$ cat config.mk
export PLATFORM = sky130hd
export DESIGN_NAME = auth_cmd_rx
export DESIGN_NICKNAME = d
export VERILOG_FILES = /design/src/rtl/auth_cmd_rx.sv
export SDC_FILE = /design/constraint.sdc
export NUM_CORES = 1
export LEC_CHECK = 0
export ABC_AREA = 0
export BUFFER_PORTS_ARGS = -buffer_cell sky130_fd_sc_hd__buf_4
export CORE_UTILIZATION = 40
export CTS_CLUSTER_DIAMETER = 40
export DETAILED_ROUTE_END_ITERATION = 7
export SLEW_MARGIN = 20
export SYNTH_ARGS = -nofsm -noshare
export SYNTH_HDL_FRONTEND = slang
export SYNTH_SLANG_ARGS = --single-unit
$ cat constraint.sdc
create_clock -name clk -period 3.6 [get_ports clk]
set_input_delay 0.36 -clock clk [delete_from_list [all_inputs] [get_ports clk]]
set_output_delay 0.36 -clock clk [all_outputs]
set_load 0.02 [all_outputs]
$ cat src/rtl/auth_cmd_rx.sv
// 8N1 UART receiver feeding the rider-power authorization state machine.
// A stop request is held pending until the load cells report no rider.
module auth_cmd_rx #(
    parameter int         BAUD_DIV = 2604,
    parameter logic [7:0] CMD_GO   = 8'h47,
    parameter logic [7:0] CMD_STOP = 8'h53
) (
    input  logic       clk,
    input  logic       rst,
    input  logic       RX,
    input  logic       rider_off,
    output logic [7:0] rx_data,
    output logic       rx_rdy,
    output logic       frm_err,
    output logic       pwr_up
);

    localparam int CW = $clog2(BAUD_DIV + 1);
    localparam logic [CW-1:0] HALF_BIT = CW'(BAUD_DIV / 2);
    localparam logic [CW-1:0] FULL_BIT = CW'(BAUD_DIV);

    typedef enum logic [1:0] {RX_IDLE, RX_START, RX_DATA, RX_STOP} rx_state_t;
    typedef enum logic [1:0] {AUTH_OFF, AUTH_PWR1, AUTH_PWR2} auth_state_t;

    logic rx_meta, rx_s, rx_prev;

    rx_state_t   rx_state, rx_state_d;
    logic [CW-1:0] cnt, cnt_d;
    logic [3:0]  bit_cnt, bit_cnt_d;
    logic [7:0]  shift, shift_d;
    logic [7:0]  rx_data_d;
    logic        rx_rdy_d, frm_err_d;
    logic        expire;

    auth_state_t auth_state, auth_state_d;

    // rx_prev holds the previous synchronized sample for falling-edge detection.
    always_ff @(posedge clk or posedge rst) begin
        if (rst) begin
            rx_meta <= 1'b1;
            rx_s    <= 1'b1;
            rx_prev <= 1'b1;
        end else begin
            rx_meta <= RX;
            rx_s    <= rx_meta;
            rx_prev <= rx_s;
        end
    end

    always_ff @(posedge clk or posedge rst) begin
        if (rst) begin
            rx_state <= RX_IDLE;
            cnt      <= '0;
            bit_cnt  <= '0;
            shift    <= '0;
            rx_data  <= '0;
            rx_rdy   <= 1'b0;
            frm_err  <= 1'b0;
        end else begin
            rx_state <= rx_state_d;
            cnt      <= cnt_d;
            bit_cnt  <= bit_cnt_d;
            shift    <= shift_d;
            rx_data  <= rx_data_d;
            rx_rdy   <= rx_rdy_d;
            frm_err  <= frm_err_d;
        end
    end

    // A loaded count of N produces its expiry action N cycles later.
    assign expire = (cnt == CW'(1));

    always_comb begin
        rx_state_d = rx_state;
        cnt_d      = (cnt != '0) ? cnt - CW'(1) : cnt;
        bit_cnt_d  = bit_cnt;
        shift_d    = shift;
        rx_data_d  = rx_data;
        rx_rdy_d   = 1'b0;
        frm_err_d  = 1'b0;
        case (rx_state)
            RX_IDLE: begin
                if (rx_prev && !rx_s) begin
                    cnt_d      = HALF_BIT;
                    rx_state_d = RX_START;
                end
            end
            RX_START: begin
                if (expire) begin
                    if (rx_s) begin
                        rx_state_d = RX_IDLE;
                    end else begin
                        cnt_d      = FULL_BIT;
                        bit_cnt_d  = '0;
                        rx_state_d = RX_DATA;
                    end
                end
            end
            RX_DATA: begin
                if (expire) begin
                    shift_d   = {rx_s, shift[7:1]};
                    cnt_d     = FULL_BIT;
                    bit_cnt_d = bit_cnt + 4'd1;
                    if (bit_cnt == 4'd7) begin
                        rx_state_d = RX_STOP;
                    end
                end
            end
            RX_STOP: begin
                if (expire) begin
                    if (rx_s) begin
                        rx_data_d = shift;
                        rx_rdy_d  = 1'b1;
                    end else begin
                        frm_err_d = 1'b1;
                    end
                    rx_state_d = RX_IDLE;
                end
            end
            default: rx_state_d = RX_IDLE;
        endcase
    end

    always_ff @(posedge clk or posedge rst) begin
        if (rst) begin
            auth_state <= AUTH_OFF;
            pwr_up     <= 1'b0;
        end else begin
            auth_state <= auth_state_d;
            pwr_up     <= (auth_state_d != AUTH_OFF);
        end
    end

    // In PWR2 a fresh GO outranks a simultaneous rider_off.
    always_comb begin
        auth_state_d = auth_state;
        case (auth_state)
            AUTH_OFF: begin
                if (rx_rdy && rx_data == CMD_GO) begin
                    auth_state_d = AUTH_PWR1;
                end
            end
            AUTH_PWR1: begin
                if (rx_rdy && rx_data == CMD_STOP) begin
                    auth_state_d = rider_off ? AUTH_OFF : AUTH_PWR2;
                end
            end
            AUTH_PWR2: begin
                if (rx_rdy && rx_data == CMD_GO) begin
                    auth_state_d = AUTH_PWR1;
                end else if (rider_off) begin
                    auth_state_d = AUTH_OFF;
                end
            end
            default: auth_state_d = AUTH_OFF;
        endcase
    end

endmodule

==> out/results.env, run 1 <==
FINAL_CORE_UTILIZATION=0.478
CLOCKROOTBUFFER='clkbuf_8'
POST-ROUTE-DRC-COUNT=0
SYNTHESIS.YOSYS.WARNINGS=0
SLEW_HEADROOM=0.603
OUTCOME='completed'
VDD_IR_DROP_MAX_mV=0.251
FINALSETUPTNS_PS=0
MIN_PERIOD_PS=2510
FLOORPLAN.CORE_AREA_SQ_UM=4720
CTS.HTREE.LEVELS=2
BUSIEST_LAYER='met2'
FLOORPLAN.DIE.HEIGHT_MICRONS=72.1
GLOBAL_ROUTING_USAGE_ON_MET3=0.0458
ACHIEVABLE-FREQUENCY_MHz=399
START_UTIL=0.416
ROW_COUNT=25
FINAL.PERIOD_UTILIZATION=0.697
FINAL_CELLS=259
DIE_AREA_SQ_UM=5200
DIE_WIDTH_MICRONS=72.1
CTS-ROOT-TO-SINK-BUFFERS=2
DRT-TOTAL-WL_MICRONS=3840
NUMCLOCKSINKS=42
FINALHOLDVIOLCOUNT=0
GRT_USE_MET1=0.232
ANTENNA_CELLS_INSERTED=0
DRT_PASS1_ITERATIONS=4
MAXCAPVIOLCOUNT=0
OVERALL_POWER_OF_THE_COMPLETED_LAYOUT_uW=1260
SETUP_VIOLATIONS=0
GRT_START_MAX_NET_PINS=43
SYNTH_ENABLE_FLOP_CELLS=0
YS_SEQ_AREA_FRAC=0.536
DESIGN.FINAL.NETS=199
DETAILEDPLACEMENTHPWL_MICRONS=2640
SYN_NETS=177
CRITPATHMAXFANOUT=10
GRTUSAGETOTAL=0.168
LAYOUT.FILLER_CELLS=427
CTS_SETUP_BUFFERS=0
TOTAL_CLOCK_BUFFERS_CREATED_BY_CTS=5
CTS-RESIZED-GATES=0
GRT.MET2_USAGE=0.245
WORST-ENDPOINT-REQUIRED_PS=3790
OVERALL_VIA_COUNT_FROM_DETAIL_ROUTE=1383
TIMING.CRITICAL_PATH.TO_TYPE='flip-flop'
TIMING.SETUP.CRITICAL_PATH_CLASS='flip-flop to flip-flop'
AREA_GROWTH_SYN_TO_LAYOUT_PCT=14.7
SYNTH_FLOP_CELL='dfrtp_1'
POWER.STATIC_LEAKAGE_uW=0.00104
MOST-COMMON-LAYOUT-CELLS='39 x dfrtp_1, 18 x mux2_2, 17 x buf_4'
DETAILEDROUTE.FIRSTITERATIONVIOLATIONS=106
FINAL_LAYOUT_SIZE_SUFFIX_GT1_FRAC=0.266
FIN_SKEW_PS=6.10
ASYNC_RESET_FF_FRAC=1.00
PATH_CLK_SLEW_PS=90
GRT_OVERFLOW_TOTAL=0
NUMPORTBUFFERS=14
YS_SEQ_ELEMENTS=42
POST_SYNTH_NUM_CELL_TYPES=45
POWER.DENSITY_nW_PER_UM2=560
SYN_AVG_CELL_AREA_SQ_UM=11.6
CLK-INSERTION-DELAY-LATE_PS=300
DRT-VIAS-PER-INSTANCE=5.34
SYNTH_CELLS=169
CTS_TREE='yes'
POST-PLACE-CELLS=251
GRT_SETUP_UNREPAIRED='no'
ANTENNA_FOUND_INITIAL=0
SLEW_VIOLATIONS=0
CTS_HOLD_BUFS=0
IO_PINS=15
WORSTSETUPSTARTPOINTTYPE='flip-flop'
MIN-DELAY-PATH-CLASS='primary input to flip-flop'
PLACE_CONGESTION=0.951
ANTENNA_VIOLATING_NETS_POST_ROUTE=0
FINAL_COMMON_CELL='dfrtp_1'
GRT_PASS1_VIAS=1386
WL_PER_CELL_MICRONS=14.8
GRT_FIRST_PASS_WIRELENGTH_MICRONS=6610
POST_SYNTH_INSTANCE_AREA_SQ_UM=1970
TIGHTEST_SLEW_PS=588
WORST-ENDPOINT-ARRIVAL_PS=2700
## synth_stat cells (all sizes together), types with 2 or more instances
| library cell | number | area share |
|---|---|---|
| xor2 | 2 | 0.0089 |
| a211oi | 3 | 0.011 |
| mux2 | 18 | 0.10 |
| or4 | 4 | 0.019 |
| or4b | 2 | 0.010 |
| a31oi | 2 | 0.0064 |
| nand2b | 7 | 0.022 |
| nor4b | 2 | 0.0089 |
| dfstp | 3 | 0.040 |
| nand4 | 3 | 0.0095 |
| a21o | 3 | 0.011 |
| nor2 | 7 | 0.017 |
| inv | 10 | 0.019 |
| buf | 2 | 0.0083 |
| nand2 | 6 | 0.011 |
| ha | 4 | 0.025 |
| a22o | 2 | 0.0089 |
| xnor2 | 3 | 0.013 |
| o21ai | 5 | 0.013 |
| nor3 | 7 | 0.024 |
| a21oi | 5 | 0.013 |
| dfrtp | 39 | 0.50 |
| nand3 | 10 | 0.025 |
| nor4 | 4 | 0.013 |
## metrics by stage
step           worst slack (ps)  area, sq um  hold WS [ps]
2_1_floorplan              1250         1970           345
3_3_place_gp               1160         2160           347
3_5_place_dp               1100         2160           348
4_1_cts                    1090         2260           157
5_1_grt                    1010         2260           149
6_report                   1090         2260           165
## area by class of cell
cell class | count | area, sq um | area share
sequential | 42 | 1050 | 0.468
inverter | 10 | 37.5 | 0.0166
timing repair buffer | 17 | 128 | 0.0566
clock buffer | 5 | 68.8 | 0.0305
multi-input combinational | 115 | 858 | 0.380
tap | 67 | 83.8 | 0.0372
clock inverter | 3 | 25.0 | 0.0111
## logic make-up after synthesis
kind of cell | Yosys count | share of synthesized area
AO/OA/AOI/OAI | 28 | 0.0961
XOR/XNOR | 5 | 0.0223
adder cells (fa/ha/maj) | 4 | 0.0254
buffers and inverters | 12 | 0.0274
flip-flops | 42 | 0.536
multiplexers | 19 | 0.108
AND/OR/NAND/NOR | 59 | 0.184
## metal layers
layer / vias up / wire length, microns
met1: 686 / 1920
met3: 11 / 124
li1: 665 / -
met2: 21 / 1710
met5: - / 0
met4: 0 / 85
## worst max-delay path, stage by stage, from the launching register on
cell	delay, ps
dfrtp_1	450
or4_4	580
or4_4	590
or2_0	440
mux2_2	350
## power breakdown
group | total, uW | switching (uW) | leakage (uW) | internal [uW]
registers | 630 | 85.4 | 0.000549 | 544
logic | 316 | 180 | 0.000448 | 136
clock network | 318 | 178 | 0.0000447 | 140
total | 1260 | 444 | 0.00104 | 820
## final timing paths
kind                          from         end  slack (ps)  cells past startpoint
max                         cnt[6]  bit_cnt[0]        1090                      4
min                             RX     rx_meta         170                      1
max reg2reg                 cnt[6]  bit_cnt[0]        1090                      4
min reg2reg                rx_meta        rx_s         360                      0
max in group asynchronous      rst     rx_prev        3030                      3
min in group asynchronous      rst      cnt[2]         180                      3
## sequential cells by signal, summed over array words and instances (netlist names), named ones only
name	count
rx_meta	1
rx_s	1
bit_cnt	4
rx_prev	1
rx_state	1
pwr_up	1
cnt	12
rx_data	8
auth_state	2
shift	8
rx_rdy	1
frm_err	1
Note: power is estimated with default switching activity, not from simulation.
==> run 2: changes to the inputs <==
==> constraint.sdc (replaced) <==
create_clock -name clk -period 2.6 [get_ports clk]
set_input_delay 0.26 -clock clk [delete_from_list [all_inputs] [get_ports clk]]
set_output_delay 0.26 -clock clk [all_outputs]
set_load 0.02 [all_outputs]
==> out/results.env, run 2 (same netlist as run 1, synthesis figures left out) <==
CRITPATHMAXFANOUT=10  # unchanged
FLOORPLAN.CORE_AREA_SQ_UM=4720  # unchanged
CTS_SETUP_BUFFERS=0  # unchanged
MAXCAPVIOLCOUNT=0  # unchanged
CLOCKROOTBUFFER='clkbuf_8'
MULTI_INPUT_GATE_AREA_IN_THE_FINAL_LAYOUT_SQ_UM=858  # unchanged
GRT_FIRST_PASS_WIRELENGTH_MICRONS=6620  # +0.21%
SLOWEST_DELAY_PS=590  # about the same
DETAILEDPLACEMENTHPWL_MICRONS=2720  # +2.9%
POWER.STATIC_LEAKAGE_uW=0.00106  # +1.8%
FIN_WS_PS=83.9  # -1010 ps
REG2REG_DEPTH=4  # unchanged
CTS.HTREE.LEVELS=2  # unchanged
START_UTIL=0.416  # unchanged
FINAL-SEQ-AREA_SQ_UM=1050  # unchanged
SLEW_HEADROOM=0.529  # -0.0736
FINAL.PERIOD_UTILIZATION=0.968  # +0.271
MOST-COMMON-LAYOUT-CELLS='39 x dfrtp_1, 18 x mux2_2, 18 x buf_4'
R2R-END='bit_cnt[0]'
POWER.DENSITY_nW_PER_UM2=799  # +43%
AREA_GROWTH_SYN_TO_LAYOUT_PCT=16.0
WORSTSETUPSTARTPOINTTYPE='flip-flop'
FINAL_COMMON_CELL='dfrtp_1'
SETUP_VIOLATIONS=0  # unchanged
OUTCOME='completed'
TIMING.CRITICAL_PATH.TO_TYPE='flip-flop'
FINALSETUPTNS_PS=0  # unchanged
CP_CELL_SEQUENCE='or4_4 > or4_4 > or2_0 > mux2_2'
VDD_IR_DROP_MAX_mV=0.311  # +24%
REG2REG_SLACK_PS=80  # -1010 ps
WORST-ENDPOINT-REQUIRED_PS=2780  # -1010 ps
TOP_REGS='cnt (12), rx_data (8), shift (8)'
DESIGN.FINAL.NETS=200  # +0.50%
OVERALL_VIA_COUNT_FROM_DETAIL_ROUTE=1382  # -0.072%
DRT-VIAS-PER-INSTANCE=5.32  # -0.46%
FIN_SKEW_PS=7.59  # +1.48 ps
FINAL_LAYOUT_SIZE_SUFFIX_GT1_FRAC=0.269  # +0.00381
GRTUSAGETOTAL=0.168  # about the same
CLK-INSERTION-DELAY-LATE_PS=290  # about the same
DRT-TOTAL-WL_MICRONS=3810  # -0.99%
DETAILEDROUTE.FIRSTITERATIONVIOLATIONS=97  # -8.5%
CTS_HOLD_BUFS=0  # unchanged
FINAL_CELLS=260  # +0.39%
WORSTREG2REGSTART='cnt[6]'
PATH_CLK_SLEW_PS=80  # about the same
SLEW_VIOLATIONS=0  # unchanged
LARGEST_REGISTER_FFS=12  # unchanged
DRT_PASS1_ITERATIONS=4  # unchanged
GRT_PASS1_VIAS=1336  # -3.6%
FLOORPLAN.DIE.HEIGHT_MICRONS=72.1  # unchanged
NUMCLOCKSINKS=42  # unchanged
CRIT_PATH_END='bit_cnt[0]'
PLACE_CONGESTION=0.891  # -6.3%
ROW_COUNT=25  # unchanged
PRECTSSETUPSLACK_PS=96.4  # -1010 ps
ACHIEVABLE-FREQUENCY_MHz=397  # -0.32%
POST-ROUTE-DRC-COUNT=0  # unchanged
GRT_OVERFLOW_TOTAL=0  # unchanged
TIMING.SETUP.CRITICAL_PATH_CLASS='flip-flop to flip-flop'
STARTPOINT='cnt[6]'
LAYOUT.FILLER_CELLS=428  # +0.23%
ANTENNA_CELLS_INSERTED=0  # unchanged
CTS_TREE='yes'
MIN-DELAY-PATH-CLASS='primary input to flip-flop'
GRT_SETUP_UNREPAIRED='no'
FINALHOLDVIOLCOUNT=0  # unchanged
STDCELL_AREA_SQ_UM=2280  # +1.2%
DIE_WIDTH_MICRONS=72.1  # unchanged
CTS-RESIZED-GATES=0  # unchanged
ANTENNA_VIOLATING_NETS_POST_ROUTE=0  # unchanged
WL_PER_CELL_MICRONS=14.6  # -1.4%
POSTPLACECELLAREA_SQ_UM=2170  # +0.35%
ANTENNA_FOUND_INITIAL=0  # unchanged
WORST-ENDPOINT-ARRIVAL_PS=2700  # about the same
TOP_REGISTER='cnt'
DIE_AREA_SQ_UM=5200  # unchanged
MIN_PERIOD_PS=2520  # +8.05 ps
CRITICAL-PATH-TOP-CELL-BY-COUNT='or4_4'
TIGHTEST_SLEW_PS=700  # +112 ps
OVERALL_POWER_OF_THE_COMPLETED_LAYOUT_uW=1820  # +44%
NUMPORTBUFFERS=14  # unchanged
POST-PLACE-CELLS=252  # +0.40%
CRITICAL-PATH-SLOWEST-CELL='or4_4'
CTS-ROOT-TO-SINK-BUFFERS=2  # unchanged
MIN_DELAY_PATH_DEPTH=1  # unchanged
IO_PINS=15  # unchanged
TOTAL_CLOCK_BUFFERS_CREATED_BY_CTS=5  # unchanged
GRT_START_MAX_NET_PINS=43  # unchanged
## run 2: routing by layer
layer  GRT usage  up-vias  part of all wire
li1            -      669                 -
met1       0.243      674              0.48
met2       0.240       31              0.47
met3      0.0389        8             0.036
met4      0.0741        0             0.016
met5           0        -                 0
## run 2: critical path, delay by kind of cell (launching register included)
| family | cells | cell delay [ps] |
|---|---|---|
| and+or+nand+nor | 3 | 1610 |
| DFF | 1 | 450 |
| muxes | 1 | 350 |
## run 2: area by class of cell
class                      instances  share of cell area
sequential                        42               0.462
multi-input combinational        115               0.376
timing repair buffer              18              0.0592
tap                               67              0.0367
clock buffer                       5              0.0302
clock inverter                     3              0.0192
inverter                          10              0.0164
## run 2: worst min path at each step
stage,from,endpoint
after floorplan,RX,rx_meta
after global placement,rx_meta,rx_s
after detailed placement,rx_meta,rx_s
after CTS,RX,rx_meta
after global routing,RX,rx_meta
final,RX,rx_meta
## run 2: where the power goes
group,internal (uW),total (uW),switching (uW)
sequential,754,872,118
clock,288,514,227
combinational,188,436,248
## run 2: through the flow
step | utilization | hold WS [ps]
floorplan | - | 264
global placement | 0.459 | 347
detailed placement | 0.459 | 349
CTS | 0.483 | 60.5
global route | 0.483 | 52.3
finish | 0.483 | 75.1
